$ cat src/rtl/branch_pkg.sv
// Shared types for the branch SPR write arbiter: SPR selector, arbiter states,
// and the default SPR width.
package branch_pkg;

  localparam int XLEN_DEFAULT = 64;

  typedef enum logic [1:0] {
    SPR_NONE = 2'b00,
    SPR_LR   = 2'b01,
    SPR_CTR  = 2'b10,
    SPR_TAR  = 2'b11
  } spr_sel_t;

  typedef enum logic [1:0] {
    IDLE  = 2'b00,
    PEND  = 2'b01,
    DRAIN = 2'b10
  } arb_state_t;

endpackage

$ cat src/rtl/spr_write_buffer.sv
// One-entry holding buffer for a move-to-SPR write, with a saturating wait
// counter that flags when the next deferral would reach MAX_WAIT.
module spr_write_buffer
  import branch_pkg::*;
#(
  parameter int XLEN     = XLEN_DEFAULT,
  parameter int MAX_WAIT = 4
) (
  input  logic            i_clk,
  input  logic            i_rst,
  input  logic            i_load,
  input  logic [1:0]      i_load_sel,
  input  logic [XLEN-1:0] i_load_data,
  input  logic            i_drain,
  input  logic            i_defer,
  output logic            o_full,
  output logic [1:0]      o_sel,
  output logic [XLEN-1:0] o_data,
  output logic            o_aged
);

  localparam logic [3:0] CNT_MAX = 4'(MAX_WAIT);
  localparam logic [3:0] AGE_TH  = 4'(MAX_WAIT - 1);

  logic            r_full;
  logic [1:0]      r_sel;
  logic [XLEN-1:0] r_data;
  logic [3:0]      r_cnt;

  always_ff @(posedge i_clk) begin
    if (i_rst) begin
      r_full <= 1'b0;
      r_sel  <= 2'b00;
      r_data <= '0;
      r_cnt  <= 4'd0;
    end else begin
      // a load in the same cycle as a drain replaces the outgoing entry
      if (i_load) begin
        r_full <= 1'b1;
        r_sel  <= i_load_sel;
        r_data <= i_load_data;
        r_cnt  <= 4'd0;
      end else if (i_drain) begin
        r_full <= 1'b0;
        r_cnt  <= 4'd0;
      end else if (i_defer && (r_cnt < CNT_MAX)) begin
        r_cnt <= r_cnt + 4'd1;
      end
    end
  end

  assign o_full = r_full;
  assign o_sel  = r_sel;
  assign o_data = r_data;
  assign o_aged = r_full && (r_cnt >= AGE_TH);

endmodule

$ cat src/rtl/branch_spr_arbiter.sv
// Arbitrates the LR/CTR/TAR write port between the branch unit and buffered
// mtspr requests. Optional perf counters under BRANCH_SPR_ARB_PERF_EN.
//
// state | meaning
// IDLE  | buffer empty
// PEND  | entry held, branch writes have priority
// DRAIN | entry forced out, branch held
module branch_spr_arbiter
  import branch_pkg::*;
#(
  parameter int MAX_WAIT = 4,
  parameter int XLEN     = XLEN_DEFAULT
) (
  input  logic            i_clk,
  input  logic            i_rst,
  input  logic            i_bu_valid,
  input  logic [1:0]      i_bu_reads_spr,
  input  logic            i_bu_wr_lr,
  input  logic [XLEN-1:0] i_bu_lr_data,
  input  logic            i_bu_wr_ctr,
  output logic            o_bu_hold,
  input  logic            i_mt_valid,
  output logic            o_mt_ready,
  input  logic [1:0]      i_mt_sel,
  input  logic [XLEN-1:0] i_mt_data,
  output logic [XLEN-1:0] o_lr,
  output logic [XLEN-1:0] o_ctr,
  output logic [XLEN-1:0] o_tar,
  output logic            err_mt_sel
`ifdef BRANCH_SPR_ARB_PERF_EN
  ,
  output logic [0:31]     o_perf_hold_cnt,
  output logic [0:31]     o_perf_drain_cnt
`endif
);

  localparam logic [XLEN-1:0] ONE = XLEN'(1);

  arb_state_t      r_state;
  arb_state_t      w_state_nxt;
  logic [XLEN-1:0] r_lr;
  logic [XLEN-1:0] r_ctr;
  logic [XLEN-1:0] r_tar;
  logic            r_err;

  logic            w_full;
  logic [1:0]      w_buf_sel;
  logic [XLEN-1:0] w_buf_data;
  logic            w_aged;
  logic            w_hazard;
  logic            w_conflict;
  logic            w_entry_wr;
  logic            w_accept;
  logic            w_load;
  logic            w_defer;
  logic            w_bu_wr_lr;
  logic            w_bu_wr_ctr;

  assign w_hazard = i_bu_valid && w_full && (w_buf_sel == i_bu_reads_spr);

  // a held branch writes nothing, so a hazard never blocks the entry
  assign w_conflict = i_bu_valid && !w_hazard &&
                      (((w_buf_sel == SPR_LR)  && i_bu_wr_lr) ||
                       ((w_buf_sel == SPR_CTR) && i_bu_wr_ctr));

  assign w_accept    = i_mt_valid && o_mt_ready;
  assign w_load      = w_accept && (i_mt_sel != SPR_NONE);
  assign w_defer     = (r_state == PEND) && !w_entry_wr;
  assign w_bu_wr_lr  = i_bu_valid && !o_bu_hold && i_bu_wr_lr;
  assign w_bu_wr_ctr = i_bu_valid && !o_bu_hold && i_bu_wr_ctr;

  spr_write_buffer #(
    .XLEN     (XLEN),
    .MAX_WAIT (MAX_WAIT)
  ) u_wbuf (
    .i_clk       (i_clk),
    .i_rst       (i_rst),
    .i_load      (w_load),
    .i_load_sel  (i_mt_sel),
    .i_load_data (i_mt_data),
    .i_drain     (w_entry_wr),
    .i_defer     (w_defer),
    .o_full      (w_full),
    .o_sel       (w_buf_sel),
    .o_data      (w_buf_data),
    .o_aged      (w_aged)
  );

  always_ff @(posedge i_clk) begin
    if (i_rst) begin
      r_state <= IDLE;
    end else begin
      r_state <= w_state_nxt;
    end
  end

  always_comb begin
    w_state_nxt = r_state;
    case (r_state)
      IDLE:    w_state_nxt = w_load ? PEND : IDLE;
      PEND: begin
        if (w_entry_wr) begin
          w_state_nxt = w_load ? PEND : IDLE;
        end else if (w_aged) begin
          w_state_nxt = DRAIN;
        end else begin
          w_state_nxt = PEND;
        end
      end
      DRAIN:   w_state_nxt = w_load ? PEND : IDLE;
      default: w_state_nxt = IDLE;
    endcase
  end

  always_comb begin
    o_bu_hold  = 1'b0;
    w_entry_wr = 1'b0;
    case (r_state)
      PEND: begin
        o_bu_hold  = w_hazard;
        w_entry_wr = !w_conflict;
      end
      DRAIN: begin
        o_bu_hold  = 1'b1;
        w_entry_wr = 1'b1;
      end
      default: begin
        o_bu_hold  = 1'b0;
        w_entry_wr = 1'b0;
      end
    endcase
    o_mt_ready = (r_state == IDLE) || w_entry_wr;
  end

  always_ff @(posedge i_clk) begin
    if (i_rst) begin
      r_lr  <= '0;
      r_ctr <= '0;
      r_tar <= '0;
      r_err <= 1'b0;
    end else begin
      if (w_entry_wr && (w_buf_sel == SPR_LR)) begin
        r_lr <= w_buf_data;
      end else if (w_bu_wr_lr) begin
        r_lr <= i_bu_lr_data;
      end
      if (w_entry_wr && (w_buf_sel == SPR_CTR)) begin
        r_ctr <= w_buf_data;
      end else if (w_bu_wr_ctr) begin
        r_ctr <= r_ctr - ONE;
      end
      if (w_entry_wr && (w_buf_sel == SPR_TAR)) begin
        r_tar <= w_buf_data;
      end
      r_err <= w_accept && (i_mt_sel == SPR_NONE);
    end
  end

  assign o_lr       = r_lr;
  assign o_ctr      = r_ctr;
  assign o_tar      = r_tar;
  assign err_mt_sel = r_err;

`ifdef BRANCH_SPR_ARB_PERF_EN
  logic [0:31] r_perf_hold;
  logic [0:31] r_perf_drain;

  always_ff @(posedge i_clk) begin
    if (i_rst) begin
      r_perf_hold  <= '0;
      r_perf_drain <= '0;
    end else begin
      if (o_bu_hold && (r_perf_hold != '1)) begin
        r_perf_hold <= r_perf_hold + 32'd1;
      end
      if ((w_state_nxt == DRAIN) && (r_state != DRAIN) && (r_perf_drain != '1)) begin
        r_perf_drain <= r_perf_drain + 32'd1;
      end
    end
  end

  assign o_perf_hold_cnt  = r_perf_hold;
  assign o_perf_drain_cnt = r_perf_drain;
`endif

endmodule

$ cat config.mk
export PLATFORM = sky130hd
export DESIGN_NAME = branch_spr_arbiter
export DESIGN_NICKNAME = d
export VERILOG_FILES = /design/src/rtl/branch_pkg.sv /design/src/rtl/spr_write_buffer.sv /design/src/rtl/branch_spr_arbiter.sv
export SDC_FILE = /design/constraint.sdc
export NUM_CORES = 1
export LEC_CHECK = 0
export ABC_CLOCK_PERIOD_IN_PS = 2850
export CORE_MARGIN = 1
export CORE_UTILIZATION = 44
export CTS_BUF_LIST = sky130_fd_sc_hd__clkbuf_4 sky130_fd_sc_hd__clkbuf_8
export DETAILED_ROUTE_END_ITERATION = 12
export PLACE_DENSITY = 0.8
export RECOVER_POWER = 50
export SLEW_MARGIN = 20
export SYNTH_ARGS = -nofsm -noshare
export SYNTH_HDL_FRONTEND = slang
export SYNTH_SLANG_ARGS = --single-unit
$ cat constraint.sdc
create_clock -name i_clk -period 2.85 [get_ports i_clk]
set_clock_uncertainty 0.15 [all_clocks]
set_input_delay 0.57 -clock i_clk [delete_from_list [all_inputs] [get_ports i_clk]]
set_output_delay 0.57 -clock i_clk [all_outputs]
set_load 0.1 [all_outputs]
==> impl_metrics.tcl, run 1 <==
set metrics [dict create \
    synth_nets 1504 \
    yosys.area.top_type "dfxtp_1" \
    switchingPower_mw 4.094 \
    rows 58 \
    crit_type "flop to flop" \
    period_needed_ps 2871 \
    vias 11420 \
    io_pins 333 \
    crit_required_ps 3160 \
    die-area_mm2 0.02627 \
    startpoint_type "flop" \
    cap_violations 0 \
    start_util_pct 44.77 \
    cp_max_fo 8 \
    netlist_area_mm2 0.01127 \
    ys_seq_elements 266 \
    die_x_um 162.1 \
    reg2reg_to "o_ctr[35]$_SDFFE_PP0P_" \
    drive_gt1_share_pct 16.59 \
    ff2ff_setup_slack_ps -20 \
    final_area_mm2 0.01550 \
    grt_use_total_pct 27.46 \
    cts_tree "yes" \
    antenna_found_initial 0 \
    clk_root_buffer_cell "clkbuf_8" \
    p_int_mw 6.942 \
    gp_congestion 0.8915 \
    combPwrFrac_pct 29.9 \
    synth.avg_cell_area_um2 8.290 \
    slew_viol_final 0 \
    first_pass_iters 5 \
    synth-main-ff-cell "dfxtp_1" \
    clock_path_buffers 3 \
    reg2regPathDepth 6 \
    fp.coreArea_mm2 0.02518 \
    insertion_delay_ps 570 \
    max_slew.worst_pin.slew_ps 1227 \
    postLayoutCoreUtil_pct 61.57 \
    setup_slack_ps -20.70 \
    finalPower_mw 11.04 \
    hold_buffers 0 \
    fmax_ghz 0.3483 \
    critPathCaptureType "flop" \
    grt_pass1_wl_mm 57.84 \
    ant_nets 0 \
    routed_via_density 5.512 \
    violations "negative setup slack" \
    rsz0062_at_grt "true" \
    drcViolationCount 0 \
    numCtsBuffers 45 \
    seqCellArea_mm2 0.005363 \
    clock_sinks 266 \
    syn_to_final_growth_pct 37.52 \
    synth.area.top_cells "dfxtp_1, nand2_1, a21oi_1" \
    wl_per_cell_um 17.90 \
    synth_top_area_share_pct 47.23 \
    power_density_mw_per_mm2 711.7 \
    fill_cells 2294 \
    grt-ovfl-total 0 \
    critPathLaunch "o_ctr[21]$_SDFFE_PP0P_" \
    nNetsFinal 1851 \
    status "complete, but fails checks" \
    setup_viol_count_final 1 \
    synth.most_common_cell "nand2_1" \
    power_frac_clock_pct 32.4 \
    wirelength_mm 37.08 \
    hold_viol_final 0 \
    portBuffers 332 \
    slew_headroom_pct 18.56 \
    synth-async-reset-ratio_pct 0 \
    min_path_type "flop to flop" \
    diodes 0 \
    clk_pin_slew_worst_paths_ps 60 \
    hold_path_depth 2 \
    vdd_drop_max_v 0.0004155 \
    crit_end "o_ctr[35]$_SDFFE_PP0P_" \
    netlist_instances 1360 \
    arrival_ps 3180 \
    yosys_warnings 0 \
    drt_iter0_drc 854 \
    fin_setup_tns_ps -20.70 \
    fin_crit_sh_pct 100.7 \
    leakagePower_nw 5.911 \
    synthTopCellsByCount "nand2_1, dfxtp_1, a21oi_1, nor2_1, clkbuf_1" \
    p_seq_share_pct 37.7 \
    multi_input_area_mm2 0.005722 \
    post-dp-hpwl_mm 26.14 \
    synth_edf_count 0 \
    cts_max_level 2 \
    place_area_mm2 0.01504 \
    finalHoldWorstSlack_ps 305.2 \
    worstReg2RegStart "o_ctr[21]$_SDFFE_PP0P_" \
    dieHeight_um 162.1 \
    yosysSeqAreaShare_pct 47.23 \
    first_global_vias 10991 \
    swShare_pct 37.10 \
    yosysUniqueCellTypes 59 \
    grt_max_degree 89 \
]
-- placed cells by master (no fill, tap or decap), types with 11 or more instances in the layout --
master / Yosys / layout
and3_1: 14 / 13
clkbuf_8: 0 / 58
nor3_1: 24 / 23
dfxtp_1: 266 / 248
or3_1: 11 / 11
clkbuf_4: 0 / 15
nor2_1: 122 / 119
buf_4: 0 / 45
buf_12: 0 / 22
clkdlybuf4s50_1: 0 / 136
dfxtp_2: 0 / 12
a31oi_1: 15 / 15
nand2_1: 284 / 284
nand3_1: 21 / 18
mux2i_1: 66 / 66
xor2_1: 18 / 18
o21ai_0: 12 / 12
clkbuf_2: 0 / 78
a211oi_1: 87 / 86
a21oi_1: 174 / 172
clkbuf_1: 90 / 116
-- worst min path at each step --
stage | start | slack, ps | end
floorplan | u_wbuf.o_data[55]$_SDFFE_PP0P_ | 300 | o_tar[55]$_SDFFE_PP0P_
global placement | o_tar[57]$_SDFFE_PP0P_ | 290 | o_tar[57]$_SDFFE_PP0P_
detailed placement | o_tar[26]$_SDFFE_PP0P_ | 300 | o_tar[26]$_SDFFE_PP0P_
CTS | o_tar[26]$_SDFFE_PP0P_ | 310 | o_tar[26]$_SDFFE_PP0P_
global route | o_tar[60]$_SDFFE_PP0P_ | 330 | o_tar[60]$_SDFFE_PP0P_
finish | o_tar[13]$_SDFFE_PP0P_ | 310 | o_tar[13]$_SDFFE_PP0P_
-- metal layers --
metal / GRT usage (%) / vias up / routed length [µm]
li1: - / 5510 / -
met1: 32.58 / 5396 / 14790
met2: 48.65 / 453 / 18510
met3: 7.125 / 61 / 3031
met4: 7.590 / 0 / 748
met5: 0 / - / 0
-- critical path: stages, from the launching register on --
cell and delay, ps:
dfxtp_4 340, or4_4 510, or4_4 540, or4_4 650, or4_1 430, nand3_1 90
a21oi_1 60
-- registers in the layout (all words and copies together), names as in the netlist --
register / count
err_mt_sel: 1
o_ctr: 64
o_lr: 64
o_tar: 64
r_state: 2
u_wbuf.o_data: 64
u_wbuf.o_full: 1
u_wbuf.o_sel: 2
u_wbuf.r_cnt: 4
-- final cells by class --
type | instances | share of cell area (%)
well taps | 330 | 2.663
inverters | 7 | 0.1695
clock buffers | 72 | 5.786
repair buffers | 403 | 19.48
multi-input cells | 984 | 36.90
clock inverters | 10 | 0.4116
flip-flops and latches | 266 | 34.59
-- power groups by stage --
stage | registers [mW] | logic (mW) | clock network [mW]
global route | 4.19 | 3.50 | 3.82
CTS | 4.15 | 3.30 | 3.65
detailed placement | 4.23 | 3.28 | 0
floorplan | 5.22 | 1.25 | 0
finish | 4.16 | 3.30 | 3.58
global placement | 4.23 | 3.25 | 0
-- what timing repair did --
item,4_1_cts,5_1_grt
cloned,0,0
buffers inserted,1,1
pin swaps,2,13
resized for setup,6,23
setup endpoints to repair,6,24
-- kinds of logic after synthesis --
family                     count (synthesis)  share of synthesized area (%)
and+or+nand+nor                          535                          20.99
AOI/OAI and AO/OA                        348                          19.22
DFF                                      266                          47.23
buffers and inverters                    110                          3.762
muxes                                     67                          5.959
xor gates and xnor gates                  28                          2.175
adders and majority gates                  6                         0.6658
-- through the flow --
stage	setup WS, ps	cells
floorplan	-309.9	1360
global placement	-27.74	1988
detailed placement	-78.78	1988
CTS	-32.14	2071
global route	-151.2	2072
finish	-20.70	2072
Power figures use the tool's default switching activity.
==> run 2: changes to the inputs <==
--- a/config.mk
+++ b/config.mk
@@ -12,6 +12,7 @@
 export DETAILED_ROUTE_END_ITERATION = 12
 export PLACE_DENSITY = 0.8
 export RECOVER_POWER = 50
+export SETUP_SLACK_MARGIN = 0.5
 export SLEW_MARGIN = 20
 export SYNTH_ARGS = -nofsm -noshare
 export SYNTH_HDL_FRONTEND = slang
==> run 2 against run 1 <==
Effect of this change: the run still ends with negative setup slack left; die area unchanged; maximum frequency down 0.58%; sequential power about the same; largest cell class unchanged.
==> impl_metrics.tcl, run 2 (synthesis gave the netlist of run 1 again) <==
set metrics [dict create \
    status "complete, but fails checks" \
    violations "negative setup slack" \
    clock_sinks 266 \
    min_path_type "flop to flop" \
    crit_required_ps 3110 \
    fin_cells 2128 \
    clock_path_buffers 3 \
    routed_via_density 5.589 \
    rows 58 \
    setup_slack_ps -37.39 \
    hold_path_depth 2 \
    hold_viol_final 0 \
    antenna_found_initial 0 \
    cap_violations 0 \
    start_util_pct 44.77 \
    power_density_mw_per_mm2 696.4 \
    vias 11893 \
    numCtsBuffers 43 \
    crit_type "flop to flop" \
    drive_gt1_share_pct 23.92 \
    fp.coreArea_mm2 0.02518 \
    ant_nets 0 \
    nNetsFinal 1911 \
    drt_iter0_drc 798 \
    dieHeight_um 162.1 \
    cts_max_level 2 \
    syn_to_final_growth_pct 51.49 \
    fill_cells 2054 \
    cts_tree "yes" \
    io_pins 333 \
    slew_viol_final 0 \
    wirelength_mm 40.87 \
    grt-ovfl-total 0 \
    fin_crit_sh_pct 101.3 \
    gp_congestion 0.8524 \
    grt_max_degree 70 \
    slew_headroom_pct 17.46 \
    final_common_cell "nand2_1" \
    seqCellArea_mm2 0.005389 \
    arrival_ps 3150 \
    cp_max_fo 4 \
    dp.cells 1999 \
    grt_use_total_pct 29.51 \
    portBuffers 332 \
    insertion_delay_ps 540 \
    critPathCaptureType "flop" \
    clk_root_buffer_cell "clkbuf_8" \
    fmax_ghz 0.3463 \
    die-area_mm2 0.02627 \
    fin_setup_tns_ps -113.1 \
    vdd_drop_max_v 0.0003980 \
    startpoint_type "flop" \
    post-dp-hpwl_mm 25.72 \
    drcViolationCount 0 \
    max_slew.worst_pin.slew_ps 1243 \
    first_pass_iters 5 \
    post-place-ws_ps -231.3 \
    multi_input_area_mm2 0.006434 \
    diodes 0 \
    rsz0062_at_grt "true" \
    clk_pin_slew_worst_paths_ps 60 \
    leakagePower_nw 6.426 \
    die_x_um 162.1 \
    first_global_vias 11543 \
    grt_pass1_wl_mm 61.25 \
    setup_viol_count_final 4 \
    wl_per_cell_um 19.21 \
    period_needed_ps 2887 \
    final_cell_mix "nand2_1, dfxtp_1, a21oi_1" \
    reg2regPathDepth 6 \
]
[run 2: cell count changes in the layout (fill, tap and decap cells not counted), moves of 9 or more]
cell,delta
dfxtp_2,+12
a211oi_1,-18
clkbuf_1,+17
nand2_1,-9
clkbuf_2,-19
buf_16,+9
dfxtp_1,-15
mux2i_1,-16
nand3_1,-10
a211oi_2,+17
buf_6,+30
buf_4,+15
mux2i_2,+10
[run 2: per-layer routing]
metal | GRT usage [%] | up-vias | routed length (µm)
met1 | 33.47 | 5620 | 15750
met3 | 7.482 | 113 | 3410
met2 | 52.38 | 515 | 20010
li1 | - | 5645 | -
met4 | 12.35 | 0 | 1711
met5 | 0 | - | 0
[run 2: critical path, stage by stage (launching register included)]
cell     delay (ps)
dfxtp_4         340
or4_4           530
or4_4           570
or4_4           610
or4_1           410
nand3_1          90
a21oi_1          60
[run 2: what timing repair did]
item	4_1_cts	5_1_grt
hold endpoints to repair	0	0
pin swaps	85	102
hold buffers	0	0
setup buffers	25	14
cloned	9	5
resized for setup	95	100
setup endpoints to repair	133	120
[run 2: cell type report]
class,instances,share of cell area (%)
clock buffer,71,5.025
timing repair buffer,464,22.89
tap,330,2.417
multi-input combinational,985,37.67
clock inverter,5,0.2930
sequential,266,31.55
inverter,7,0.1538
[run 2: stage by stage]
| step | total power [mW] | hold WS, ps | util (%) | cell area (µm²) |
|---|---|---|---|---|
| after floorplan | 6.527 | 305.0 | - | 11530 |
| after global placement | 7.508 | 293.2 | 60.59 | 15260 |
| after detailed placement | 7.551 | 297.2 | 60.59 | 15260 |
| after CTS | 11.66 | 305.0 | 67.66 | 17040 |
| after global routing | 12.34 | 322.5 | 67.83 | 17080 |
| final | 11.89 | 304.7 | 67.83 | 17080 |
[run 2: report_power, final]
group	internal [mW]	switching, mW
combinational	1.49	2.75
clock	1.98	1.49
sequential	3.94	0.239
total	7.42	4.48
[run 2: path summary, 6_finish.rpt]
path	to	slack (ps)	start
worst min register to register	o_tar[29]$_SDFFE_PP0P_	300	o_tar[29]$_SDFFE_PP0P_
worst max register to register	o_ctr[35]$_SDFFE_PP0P_	-40	o_ctr[22]$_SDFFE_PP0P_
worst max-delay path	o_ctr[35]$_SDFFE_PP0P_	-40	o_ctr[22]$_SDFFE_PP0P_
worst min-delay path	o_tar[29]$_SDFFE_PP0P_	300	o_tar[29]$_SDFFE_PP0P_
==> run 3: changes to the inputs <==
--- a/config.mk
+++ b/config.mk
@@ -5,12 +5,13 @@
 export SDC_FILE = /design/constraint.sdc
 export NUM_CORES = 1
 export LEC_CHECK = 0
-export ABC_CLOCK_PERIOD_IN_PS = 2850
+export ABC_CLOCK_PERIOD_IN_PS = 3100
 export CORE_MARGIN = 1
-export CORE_UTILIZATION = 44
+export CORE_UTILIZATION = 45
 export CTS_BUF_LIST = sky130_fd_sc_hd__clkbuf_4 sky130_fd_sc_hd__clkbuf_8
+export CTS_CLUSTER_SIZE = 8
 export DETAILED_ROUTE_END_ITERATION = 12
-export PLACE_DENSITY = 0.8
+export PLACE_DENSITY = 0.79
 export RECOVER_POWER = 50
 export SETUP_SLACK_MARGIN = 0.5
 export SLEW_MARGIN = 20
==> constraint.sdc (replaced) <==
create_clock -name i_clk -period 3.1 [get_ports i_clk]
set_clock_uncertainty 0.15 [all_clocks]
set_input_delay 0.62 -clock i_clk [delete_from_list [all_inputs] [get_ports i_clk]]
set_output_delay 0.62 -clock i_clk [all_outputs]
set_load 0.1 [all_outputs]
==> run 3 against run 2 <==
Effect of this change: the run now ends clean; total power shrank 15%; via count shrank 3.5%; sequential power shrank 8.1%; non-clock buffer count shrank 55; clock-buffer cell count grew 2.
==> impl_metrics.tcl, run 3 (synthesis gave the netlist of run 1 again) <==
set metrics [dict create \
    first_global_vias 11056 \
    clk_root_buffer_cell "clkbuf_8" \
    critPathCaptureType "flop" \
    drt_iter0_drc 814 \
    drcViolationCount 0 \
    wl_per_cell_um 17.58 \
    rsz0062_at_grt "true" \
    final_common_cell "nand2_1" \
    min_path_type "flop to flop" \
    final_cell_mix "nand2_1, dfxtp_1, clkbuf_1" \
    cap_violations 0 \
    power_frac_clock_pct 30.6 \
    reg2reg_to "o_ctr[35]$_SDFFE_PP0P_" \
    hold-path-endpoint "o_tar[3]$_SDFFE_PP0P_" \
    diodes 0 \
    die_x_um 160.3 \
    fp.coreArea_mm2 0.02446 \
    dieHeight_um 160.3 \
    startpoint_type "flop" \
    grt_use_total_pct 27.34 \
    vdd_drop_max_v 0.0003729 \
    ant_nets 0 \
    syn_to_final_growth_pct 37.60 \
    slew_headroom_pct 15.55 \
    io_pins 333 \
    post-dp-hpwl_mm 24.98 \
    status "finished, final reports clean" \
    clock_path_buffers 3 \
    grt_pass1_wl_mm 57.59 \
    hp-start "o_tar[3]$_SDFFE_PP0P_" \
    cts_max_level 2 \
    fill_cells 2229 \
    hold_path_depth 2 \
    worstReg2RegStart "o_ctr[16]$_SDFFE_PP0P_" \
    arrival_ps 3160 \
    vias 11472 \
    wirelength_mm 36.31 \
    power_density_mw_per_mm2 652.6 \
    fmax_ghz 0.3419 \
    insertion_delay_ps 540 \
    max_slew.worst_pin.slew_ps 1272 \
    hold_viol_final 0 \
    setup_slack_ps 175.3 \
    first_pass_iters 5 \
    setup_viol_count_final 0 \
    crit_required_ps 3340 \
    ff2ff_setup_slack_ps 180 \
    gp_congestion 0.8685 \
    switchingPower_mw 3.749 \
    grt_max_degree 79 \
    clock_sinks 266 \
    nNetsFinal 1856 \
    routed_via_density 5.555 \
    slew_viol_final 0 \
    critPathLaunch "o_ctr[16]$_SDFFE_PP0P_" \
    drive_gt1_share_pct 13.15 \
    die-area_mm2 0.02569 \
    numCtsBuffers 43 \
    p_int_mw 6.375 \
    rows 57 \
    p_seq_share_pct 37.9 \
    start_util_pct 46.09 \
    crit_type "flop to flop" \
    combPwrFrac_pct 31.5 \
    post-place-ws_ps 125.5 \
    reg2regPathDepth 6 \
    leakagePower_nw 5.684 \
    antenna_found_initial 0 \
    clk_pin_slew_worst_paths_ps 60 \
    fin_crit_sh_pct 94.35 \
    period_needed_ps 2925 \
    cp_max_fo 3 \
    swShare_pct 37.03 \
    portBuffers 332 \
    grt-ovfl-total 0 \
    cts_tree "yes" \
    finalHoldWorstSlack_ps 305.2 \
]
[run 3: per-stage QoR]
stage / setup TNS, ps / cells / power, mW / utilization [%] / cell area (µm²)
final: 0 / 2065 / 10.12 / 63.42 / 15510
after global routing: 0 / 2065 / 10.54 / 63.42 / 15510
after detailed placement: 0 / 1959 / 6.834 / 60.73 / 14860
after global placement: 0 / 1959 / 6.798 / 60.73 / 14860
after floorplan: -59.91 / 1360 / 5.974 / - / 11390
after CTS: 0 / 2054 / 10.16 / 65.67 / 16060
[run 3: how the worst max path moves through the flow]
stage	endpoint	slack (ps)	depth (start not counted)
after floorplan	o_ctr[35]$_SDFFE_PP0P_	-60	8
after global placement	o_ctr[35]$_SDFFE_PP0P_	150	6
after detailed placement	o_ctr[24]$_SDFFE_PP0P_	130	7
after CTS	o_ctr[35]$_SDFFE_PP0P_	190	6
after global routing	o_mt_ready	80	7
final	o_ctr[35]$_SDFFE_PP0P_	180	6
[run 3: area by class of cell]
type	count	area, µm²	area share [%]
clock inverter	1	5.005	0.03226
sequential	266	5373	34.63
clock buffer	73	879.6	5.670
tap	324	405.4	2.613
timing repair buffer	409	2962	19.09
multi-input combinational	985	5861	37.78
inverter	7	28.78	0.1855
[run 3: timing repair]
item                                   CTS  global route
resized for setup                       37            23
hold buffers                             0             0
pin swaps                               16            18
endpoints found under the hold margin    0             0
setup endpoints to repair               41            48
setup buffers                           20            11
gates cloned                             1             0
[run 3: power by group through the flow]
stage	combinational, mW	clock, mW	sequential, mW
final	3.19	3.10	3.84
after global routing	3.36	3.32	3.86
after CTS	3.17	3.15	3.83
after detailed placement	2.93	0	3.90
after global placement	2.90	0	3.90
after floorplan	1.17	0	4.80
[run 3: critical path: stages (launching register included)]
cell and delay (ps):
dfxtp_4 340, or4_4 510, or4_4 560, or4_4 550
or4_1 510, nand3_1 80, a21oi_1 70
[run 3: routing by layer]
metal / global-route usage, % / part of all wire [%]
met3: 5.922 / 8.0
met4: 9.221 / 2.7
met5: 0 / 0
met1: 33.22 / 41
met2: 47.61 / 49
